==> src/rtl/div_unit_if.sv <==
// ----------------------------------------------------------------------------
// div_unit_if
// Handshake/data bundle between the execute stage and the multi-cycle divider.
//   start      issuing stage -> divider : request a divide (sampled in IDLE)
//   is_signed  issuing stage -> divider : 1 = DIV, 0 = DIVU
//   a, b       issuing stage -> divider : dividend / divisor
//   cancel     issuing stage -> divider : abort on flush or exception
//   busy       divider -> issuing stage : operation in flight, stall
//   done       divider -> issuing stage : one-cycle pulse, result valid
//   result     divider -> issuing stage : {remainder, quotient} for HI/LO
// ----------------------------------------------------------------------------
interface div_unit_if;
   logic        start;
   logic        is_signed;
   logic [31:0] a;
   logic [31:0] b;
   logic        cancel;
   logic        busy;
   logic        done;
   logic [63:0] result;

   modport master (
      output start, is_signed, a, b, cancel,
      input  busy, done, result
   );

   modport slave (
      input  start, is_signed, a, b, cancel,
      output busy, done, result
   );
endinterface

==> src/rtl/div_unit.sv <==
// ----------------------------------------------------------------------------
// div_unit
// Multi-cycle 32-bit radix-2 restoring divider for DIV/DIVU. Produces the
// 64-bit HI/LO value {remainder, quotient}, one quotient bit per cycle.
// Start-to-done latency is 33 cycles; one divide per 34 cycles.
// Ports:
//   clk   clock, rising edge
//   rst   synchronous, active-high reset
//   div   div_unit_if.slave: start/is_signed/a/b/cancel in,
//         busy/done/result out (see div_unit_if.sv)
// ----------------------------------------------------------------------------
module div_unit (
   input  logic      clk,
   input  logic      rst,
   div_unit_if.slave div
);

   typedef enum logic [1:0] {
      S_IDLE = 2'd0,
      S_BUSY = 2'd1,
      S_DONE = 2'd2
   } state_t;

   state_t      state;
   state_t      state_next;

   logic [31:0] part_rem;   // partial remainder (always < |b|, or |a| when b == 0)
   logic [31:0] dq;         // dividend magnitude shifting out, quotient shifting in
   logic [31:0] b_mag;
   logic        q_neg;
   logic        r_neg;
   logic [4:0]  count;
   logic        busy_q;
   logic        done_q;
   logic [63:0] result_q;

   // Operand magnitudes for the accept cycle.
   logic [31:0] a_mag_in;
   logic [31:0] b_mag_in;

   // One restoring iteration.
   logic [32:0] shifted;
   logic        trial_ok;
   logic [31:0] rem_next;
   logic [31:0] dq_next;
   logic [31:0] rem_fix;
   logic [31:0] quo_fix;

   assign a_mag_in = (div.is_signed && div.a[31]) ? (~div.a + 32'd1) : div.a;
   assign b_mag_in = (div.is_signed && div.b[31]) ? (~div.b + 32'd1) : div.b;

   // trial = shifted - {0,|b|} is non-negative exactly when shifted >= |b|;
   // the difference then fits in 32 bits because shifted < 2*|b|.
   assign shifted  = {part_rem, dq[31]};
   assign trial_ok = (shifted >= {1'b0, b_mag});
   assign rem_next = trial_ok ? (shifted[31:0] - b_mag) : shifted[31:0];
   assign dq_next  = {dq[30:0], trial_ok};

   // Sign fix-up of the final iteration's output, so result is already
   // registered at the start of the DONE cycle.
   assign rem_fix = r_neg ? (~rem_next + 32'd1) : rem_next;
   assign quo_fix = q_neg ? (~dq_next + 32'd1) : dq_next;

   // NOTE: every output of a combinational block gets a default first, so
   // no path leaves it unassigned and no latch is inferred.
   always_comb begin
      state_next = state;
      case (state)
         S_IDLE:  if (div.start) state_next = S_BUSY;
         S_BUSY:  if (count == 5'd31) state_next = S_DONE;
         S_DONE:  state_next = S_IDLE;
         default: state_next = S_IDLE;
      endcase
      // cancel overrides any transition, including an accept in IDLE.
      if (div.cancel) state_next = S_IDLE;
   end

   // NOTE: state is updated with non-blocking assignments so every flop
   // samples pre-edge values, independent of statement order.
   always_ff @(posedge clk) begin
      if (rst) begin
         state    <= S_IDLE;
         part_rem <= '0;
         dq       <= '0;
         b_mag    <= '0;
         q_neg    <= 1'b0;
         r_neg    <= 1'b0;
         count    <= '0;
         busy_q   <= 1'b0;
         done_q   <= 1'b0;
         result_q <= '0;
      end else begin
         state  <= state_next;
         busy_q <= (state_next == S_BUSY);
         done_q <= (state_next == S_DONE);

         case (state)
            S_IDLE: begin
               if (div.start && !div.cancel) begin
                  dq       <= a_mag_in;
                  b_mag    <= b_mag_in;
                  part_rem <= '0;
                  count    <= '0;
                  q_neg    <= div.is_signed & (div.a[31] ^ div.b[31]);
                  r_neg    <= div.is_signed & div.a[31];
               end
            end
            S_BUSY: begin
               if (!div.cancel) begin
                  part_rem <= rem_next;
                  dq       <= dq_next;
                  count    <= count + 5'd1;
                  if (count == 5'd31) result_q <= {rem_fix, quo_fix};
               end
            end
            default: ;
         endcase
      end
   end

   assign div.busy   = busy_q;
   assign div.done   = done_q;
   assign div.result = result_q;

endmodule

==> src/flat_wrapper.sv <==
// flat-port wrapper written by rule: the top's interface ports become plain ports
module div_unit_flat 
  (clk, rst, div_start, div_is_signed, div_a, div_b, div_cancel, div_busy, div_done, div_result);
  div_unit_if div_i ();
  input  logic clk;
  input  logic rst;
  input wire logic [$bits(div_i.start)-1:0] div_start;
  input wire logic [$bits(div_i.is_signed)-1:0] div_is_signed;
  input wire logic [$bits(div_i.a)-1:0] div_a;
  input wire logic [$bits(div_i.b)-1:0] div_b;
  input wire logic [$bits(div_i.cancel)-1:0] div_cancel;
  output wire logic [$bits(div_i.busy)-1:0] div_busy;
  output wire logic [$bits(div_i.done)-1:0] div_done;
  output wire logic [$bits(div_i.result)-1:0] div_result;
  assign div_i.start = div_start;
  assign div_i.is_signed = div_is_signed;
  assign div_i.a = div_a;
  assign div_i.b = div_b;
  assign div_i.cancel = div_cancel;
  assign div_busy = div_i.busy;
  assign div_done = div_i.done;
  assign div_result = div_i.result;
  div_unit u_core (.clk(clk), .rst(rst), .div(div_i));
endmodule
==> config.mk <==
export PLATFORM = sky130hd
export DESIGN_NAME = div_unit_flat
export DESIGN_NICKNAME = d
export VERILOG_FILES = /design/src/rtl/div_unit_if.sv /design/src/rtl/div_unit.sv /design/src/flat_wrapper.sv
export SDC_FILE = /design/constraint.sdc
export NUM_CORES = 1
export LEC_CHECK = 0
export CORE_MARGIN = 2
export CORE_UTILIZATION = 35
export CTS_CLUSTER_DIAMETER = 40
export CTS_CLUSTER_SIZE = 30
export DETAILED_ROUTE_END_ITERATION = 6
export SLEW_MARGIN = 20
export SYNTH_ARGS = -nofsm -noshare
export SYNTH_HDL_FRONTEND = slang
export SYNTH_SLANG_ARGS = --single-unit
export TNS_END_PERCENT = 20
==> constraint.sdc <==
create_clock -name clk -period 6.2 [get_ports clk]
set_input_delay 1.55 -clock clk [delete_from_list [all_inputs] [get_ports clk]]
set_output_delay 1.55 -clock clk [all_outputs]
set_load 0.01 [all_outputs]
### After elaboration in Yosys (flattened, before gate mapping)

Index checks and enable logic that the tools add are counted.

* register bits after elaboration: 171
* input bits: 69
* output and inout bits: 66
* word-level logic and storage cells: 58

* add/subtract/negate cells: 6
* $lt $le $gt $ge: 1
* eq/ne operators: 6
* multiplexer cells: 18
* bitwise logic cells: 8
* reduce and logical (&&, ||, !) cells: 9

Operators with widths (count)
* $mux W32: 9
* $add A32 B1 Y32 const B: 4
* $not A32 Y32: 4
* $pmux W32 S2: 2
* $ge A33 B32 Y1: 1
* $sub A32 B32 Y32: 1
* $mux W5: 2
* $pmux W5 S2: 1
* $mux W2: 3
* $reduce_and A3 Y1: 2
* $add A5 B1 Y5 const B: 1
* $eq A5 B5 Y1 const B: 1
* $eq A2 B1 Y1 const B: 2
* $pmux W2 S2: 1
* $logic_and A1 B1 Y1: 3
* $and A1 B1 Y1: 2
* $eq A2 B2 Y1 const B: 1
* $logic_not A2 Y1: 1
* $ne A2 B1 Y1 const B: 1
* $ne A2 B2 Y1 const B: 1
* $reduce_and A2 Y1: 1
* $reduce_bool A2 Y1: 1
* $logic_not A1 Y1: 1
* $not A1 Y1: 1
* $xor A1 B1 Y1: 1

### Depth between registers and ports, before layout

* depth after elaboration: 5
* mapped depth: 24
* mapped depth without buffers: 20

### Least setup slack after synthesis

Ideal clock, no wire load.

* path type: input port to flip-flop
* from: input port div_b[4]
* to: register u_core.b_mag[29]
* library setup time: 0.086 ns
* arrival: 4.300 ns
* data required time: 6.114 ns
* slack: 1.814 ns
* stages on the path: 11
* buffers on the path: 0
* cell sequence: or3_4 or4_4 or3b_1 or2_1 nand2b_4 nand2b_4 nand2b_1 or4_4 o31ai_4 xor2_1 a211oi_1

* cells in the longest elaborated chain, start to end: 3

RTL lines
* start: declaration: line flat_wrapper.sv:10 `input wire logic [$bits(div_i.b)-1:0] div_b;`
* $not A32 Y32: line div_unit.sv:50 `assign b_mag_in = (div.is_signed && div.b[31]) ? (~div.b + 32'd1) : div.b;`
* $add A32 B1 Y32: line div_unit.sv:50
* $mux W32: line div_unit.sv:50
* end signal: assignment: line div_unit.sv:101 `b_mag <= b_mag_in;`
* end: declaration: line div_unit.sv:29 `logic [31:0] b_mag;`

Every way passes these cells.
A chain may end at the register's enable or synchronous reset.

### Worst setup path in the final report

* from: register u_core.part_rem[21]
* to: register u_core.result_q[62], in the netlist u_core.div.result[62]

* cells in the longest elaborated chain, start to end: 5
* elaborated cells between the ends (all ways): 6
* classes of those cells: add/sub (2); order compare (1); mux (2); bitwise (1)

RTL lines
* start: declaration: line div_unit.sv:27 `logic [31:0] part_rem;`
* start signal: assignment: line div_unit.sv:110 `part_rem <= rem_next;`
* $sub A32 B32 Y32 or $ge A33 B32 Y1 (tied branches): line div_unit.sv:56, div_unit.sv:55
* $mux W32 *: line div_unit.sv:56 `assign rem_next = trial_ok ? (shifted[31:0] - b_mag) : shifted[31:0];`
* $not A32 Y32: line div_unit.sv:61 `assign rem_fix = r_neg ? (~rem_next + 32'd1) : rem_next;`
* $add A32 B1 Y32: line div_unit.sv:61
* $mux W32 *: line div_unit.sv:61
* end signal: assignment: line div_unit.sv:113 `if (count == 5'd31) result_q <= {rem_fix, quo_fix};`
* end: declaration: line div_unit.sv:35 `logic [63:0] result_q;`

Mark *: on every way between the ends. The rest lies on a longest branch, timed or not.

==> results.toml <==
[sta]
hold_viol_final = 0
fin_worst_skew_ns = 0.0151
max-slew-margin-rel_pct = 29.2
period_needed_ns = 4.75
period_share_pct = 76.6
maxSlewViolCount = 0
grt_setup_unrepaired = "false"
setup_violations = 0
fin_tns_setup_ns = 0
worst_pin_slew_ns = 1.06
fmax_mhz = 211

[synth]
synth_edf_count = 0
synth_top_area_cell = "dfxtp_1"
yosysWarnings = 0
ys_seq_area_share_pct = 29.5
synth_top_area_share_pct = 29.5
ys_types = 82
synth_seq_cells = 171
synth_cells = 1556
synth.avg_cell_area_um2 = 7.45
synth_area_leaders = "dfxtp_1 (30%), nor2_1 (7.3%), nand2_1 (5.7%), a211oi_1 (5.6%), a21oi_1 (5.6%)"
syn_area_um2 = 11600
synthFlopType = "dfxtp_1"
synthesis.nets = 1664
async_flop_share_pct = 0

[min_path]
worstHoldStart = "u_core.div.result[33]$_SDFFE_PP0P_"
hold_path.class = "reg2reg"
whs_endpoint = "u_core.div.result[33]$_SDFFE_PP0P_"
worstHoldPathCells = 2

[clocking]
cts_tree = "yes"
cts-root-buf = "clkbuf_16"
htree_levels = 4
clock_latency_ns = 0.44
cts_made_buffers = 17
cts_buffer_depth = 2
post_cts_resized = 0
clkTransAtPathRegs_ns = 0.08
post-cts-setup-buffers = 0
cts_num_sinks = 171
hold_buffers = 0

[global_routing]
grt_pass1_vias = 10500
grt_max_degree = 72
grt_usage_pct = 21.0
grt_overflow = 0
antenna_found_initial = 0
grt_pass1_wl_mm = 57.4

[floorplanning]
placementRows = 66
initial_core_util_pct = 35.5
die_y_um = 186
die-area_um2 = 34600
die_w_um = 186
ios = 135
coreArea_um2 = 32600

[place]
dp_cells = 2048
gp_congestion = 0.935
dp_hpwl_mm = 27.4
io_buffers = 134

[worst_setup_path]
cp_slowest_cell = "nor4b_1"
cp.required_ns = 6.53
end_kind = "flop"
r2r_start = "u_core.part_rem[21]$_SDFFE_PP0P_"
crit_chain = "ha_1 > a21oi_1 > o21ai_0 > a221o_1 > o21ai_2 > nand3_4 > mux2i_1 > ha_1 > nand2_1 > nor2_1 > nand2_1 > nor4b_1 > a32o_1 > nand3_1 > nor3_1 > nand3_1 > o311ai_0"
cp_max_fo = 14
critPathMaxStageDelay_ns = 0.56
path_buf_inv = 0
reg2reg_to = "u_core.div.result[62]$_SDFFE_PP0P_"
path_depth = 17
critical_path_class = "reg2reg"
crit_family = "simple AND/OR/NAND/NOR gates"
crit_path_start_kind = "flop"
cp.arrival_ns = 5.08
r2r_cells = 17
reg2reg_slack_ns = 1.45

[power_and_ir_drop]
p_comb_share_pct = 24.1
p_sw_mw = 1.01
power_frac_seq_pct = 39.5
p_per_area_nw_per_um2 = 213
irDropWorstVdd_v = 0.000185
clockPowerShare_pct = 36.3
p_total_mw = 2.93
p_leak_nw = 5.11
swShare_pct = 34.3
internal_power_mw = 1.93

[final_layout]
final_util_pct = 42.3
layout-drive-gt1-share_pct = 4.88
fin_nets = 1733
n_antenna_cell = 0
final_cells = 2080
n_fill_cell = 3323
syn_to_final_growth_pct = 19.1

[route]
antenna_left = 0
num_vias = 11400
routed_wirelength_mm = 36.0
drt_iter0_markers = 746
drc = 0
wire_per_inst_um = 17.3
first_pass_iters = 5
via_per_inst = 5.46

[job]
drv_cap = 0

[run_status]
status = "finished clean"
## per-stage QoR
step           setup slack (ns)  hold WS (ns)  area (µm²)
5_1_grt                   0.915         0.470       13800
3_5_place_dp               1.13         0.446       13200
2_1_floorplan              1.81         0.432       11600
4_1_cts                    1.53         0.457       13800
3_3_place_gp               1.19         0.439       13200
6_report                   1.45         0.454       13800
## how the worst max path moves through the flow
stage,start,end,slack [ns]
after floorplan,div_b[4],u_core.b_mag[29]$_SDFFE_PP0P_,1.81
after global placement,div_b[2],u_core.b_mag[29]$_SDFFE_PP0P_,1.19
after detailed placement,div_b[2],u_core.b_mag[29]$_SDFFE_PP0P_,1.13
after CTS,u_core.b_mag[22]$_SDFFE_PP0P_,u_core.div.result[62]$_SDFFE_PP0P_,1.53
after global routing,u_core.b_mag[22]$_SDFFE_PP0P_,u_core.div.result[62]$_SDFFE_PP0P_,0.91
final,u_core.part_rem[21]$_SDFFE_PP0P_,u_core.div.result[62]$_SDFFE_PP0P_,1.45
## cell usage in the layout, fill, tap and decap left out, types with 11 or more instances in the layout
cell type          n
a21oi_1          130
nor2_1           226
xor2_1            74
o211ai_1          13
mux2i_1           11
ha_1              38
or4_1             14
o21ai_0           77
and3_1            13
xnor2_1           52
a211oi_1          87
a31oi_1           13
o31ai_1           22
inv_1             51
clkbuf_16         17
nor4_1            13
dfxtp_1          171
a21o_1            12
o41ai_1           15
or3_1             22
nand2_1          176
nor3_1            22
buf_4             14
clkdlybuf4s50_1  133
nand4_1           14
nand3_1           25
a22oi_1           28
## cell families after synthesis
group | after synthesis | synth area share, %
and+or+nand+nor | 585 | 23.5
AOI/OAI and AO/OA | 469 | 26.7
DFF | 171 | 29.5
buffers and inverters | 151 | 5.13
xor gates and xnor gates | 126 | 9.52
adders and majority gates | 39 | 4.27
muxes | 15 | 1.34
## layout make-up
type                            count  area (µm²)  area share [%]
Multi-Input combinational cell   1234        7600            55.0
Sequential cell                   171        3420            24.8
Tap cell                          442         553            4.01
Clock inverter                     15         154            1.11
Timing Repair Buffer              148        1460            10.5
Clock buffer                       17         425            3.08
Inverter                           53         199            1.44
## synthesized netlist by cell type (23+ instances only)
master	instances
nand2_1	176
a22oi_1	28
clkbuf_1	71
a21oi_1	130
xnor2_1	52
nor2_1	226
nor3_1	23
inv_1	51
ha_1	38
a211oi_1	87
dfxtp_1	171
o21ai_0	77
nand3_1	25
xor2_1	74
## flip-flops by register name, indices dropped and copies added, names as in the netlist
register	flops
u_core.b_mag	32
u_core.count	5
u_core.div.busy	1
u_core.div.done	1
u_core.div.result	64
u_core.dq	32
u_core.part_rem	32
u_core.q_neg	1
u_core.r_neg	1
u_core.state	2
## metal layers
metal | share of wire, % | GRT usage (%)
met4 | 1.6 | 5.76
met3 | 4.9 | 2.80
met2 | 45 | 33.1
met1 | 48 | 30.0
met5 | 0 | 0
## worst min-delay path, cell delays in order (launching register included)
cell and delay, ns:
dfxtp_1 0.31, nand2_1 0.05, a21oi_1 0.05
## power by group through the flow
stage	Sequential (mW)	Combinational (mW)	Clock, mW
3_5_place_dp	1.19	0.700	0
2_1_floorplan	1.17	0.493	0
4_1_cts	1.16	0.704	1.09
6_report	1.16	0.709	1.07
5_1_grt	1.17	0.788	1.13
3_3_place_gp	1.19	0.696	0
Note: power is estimated with default switching activity, not from simulation.
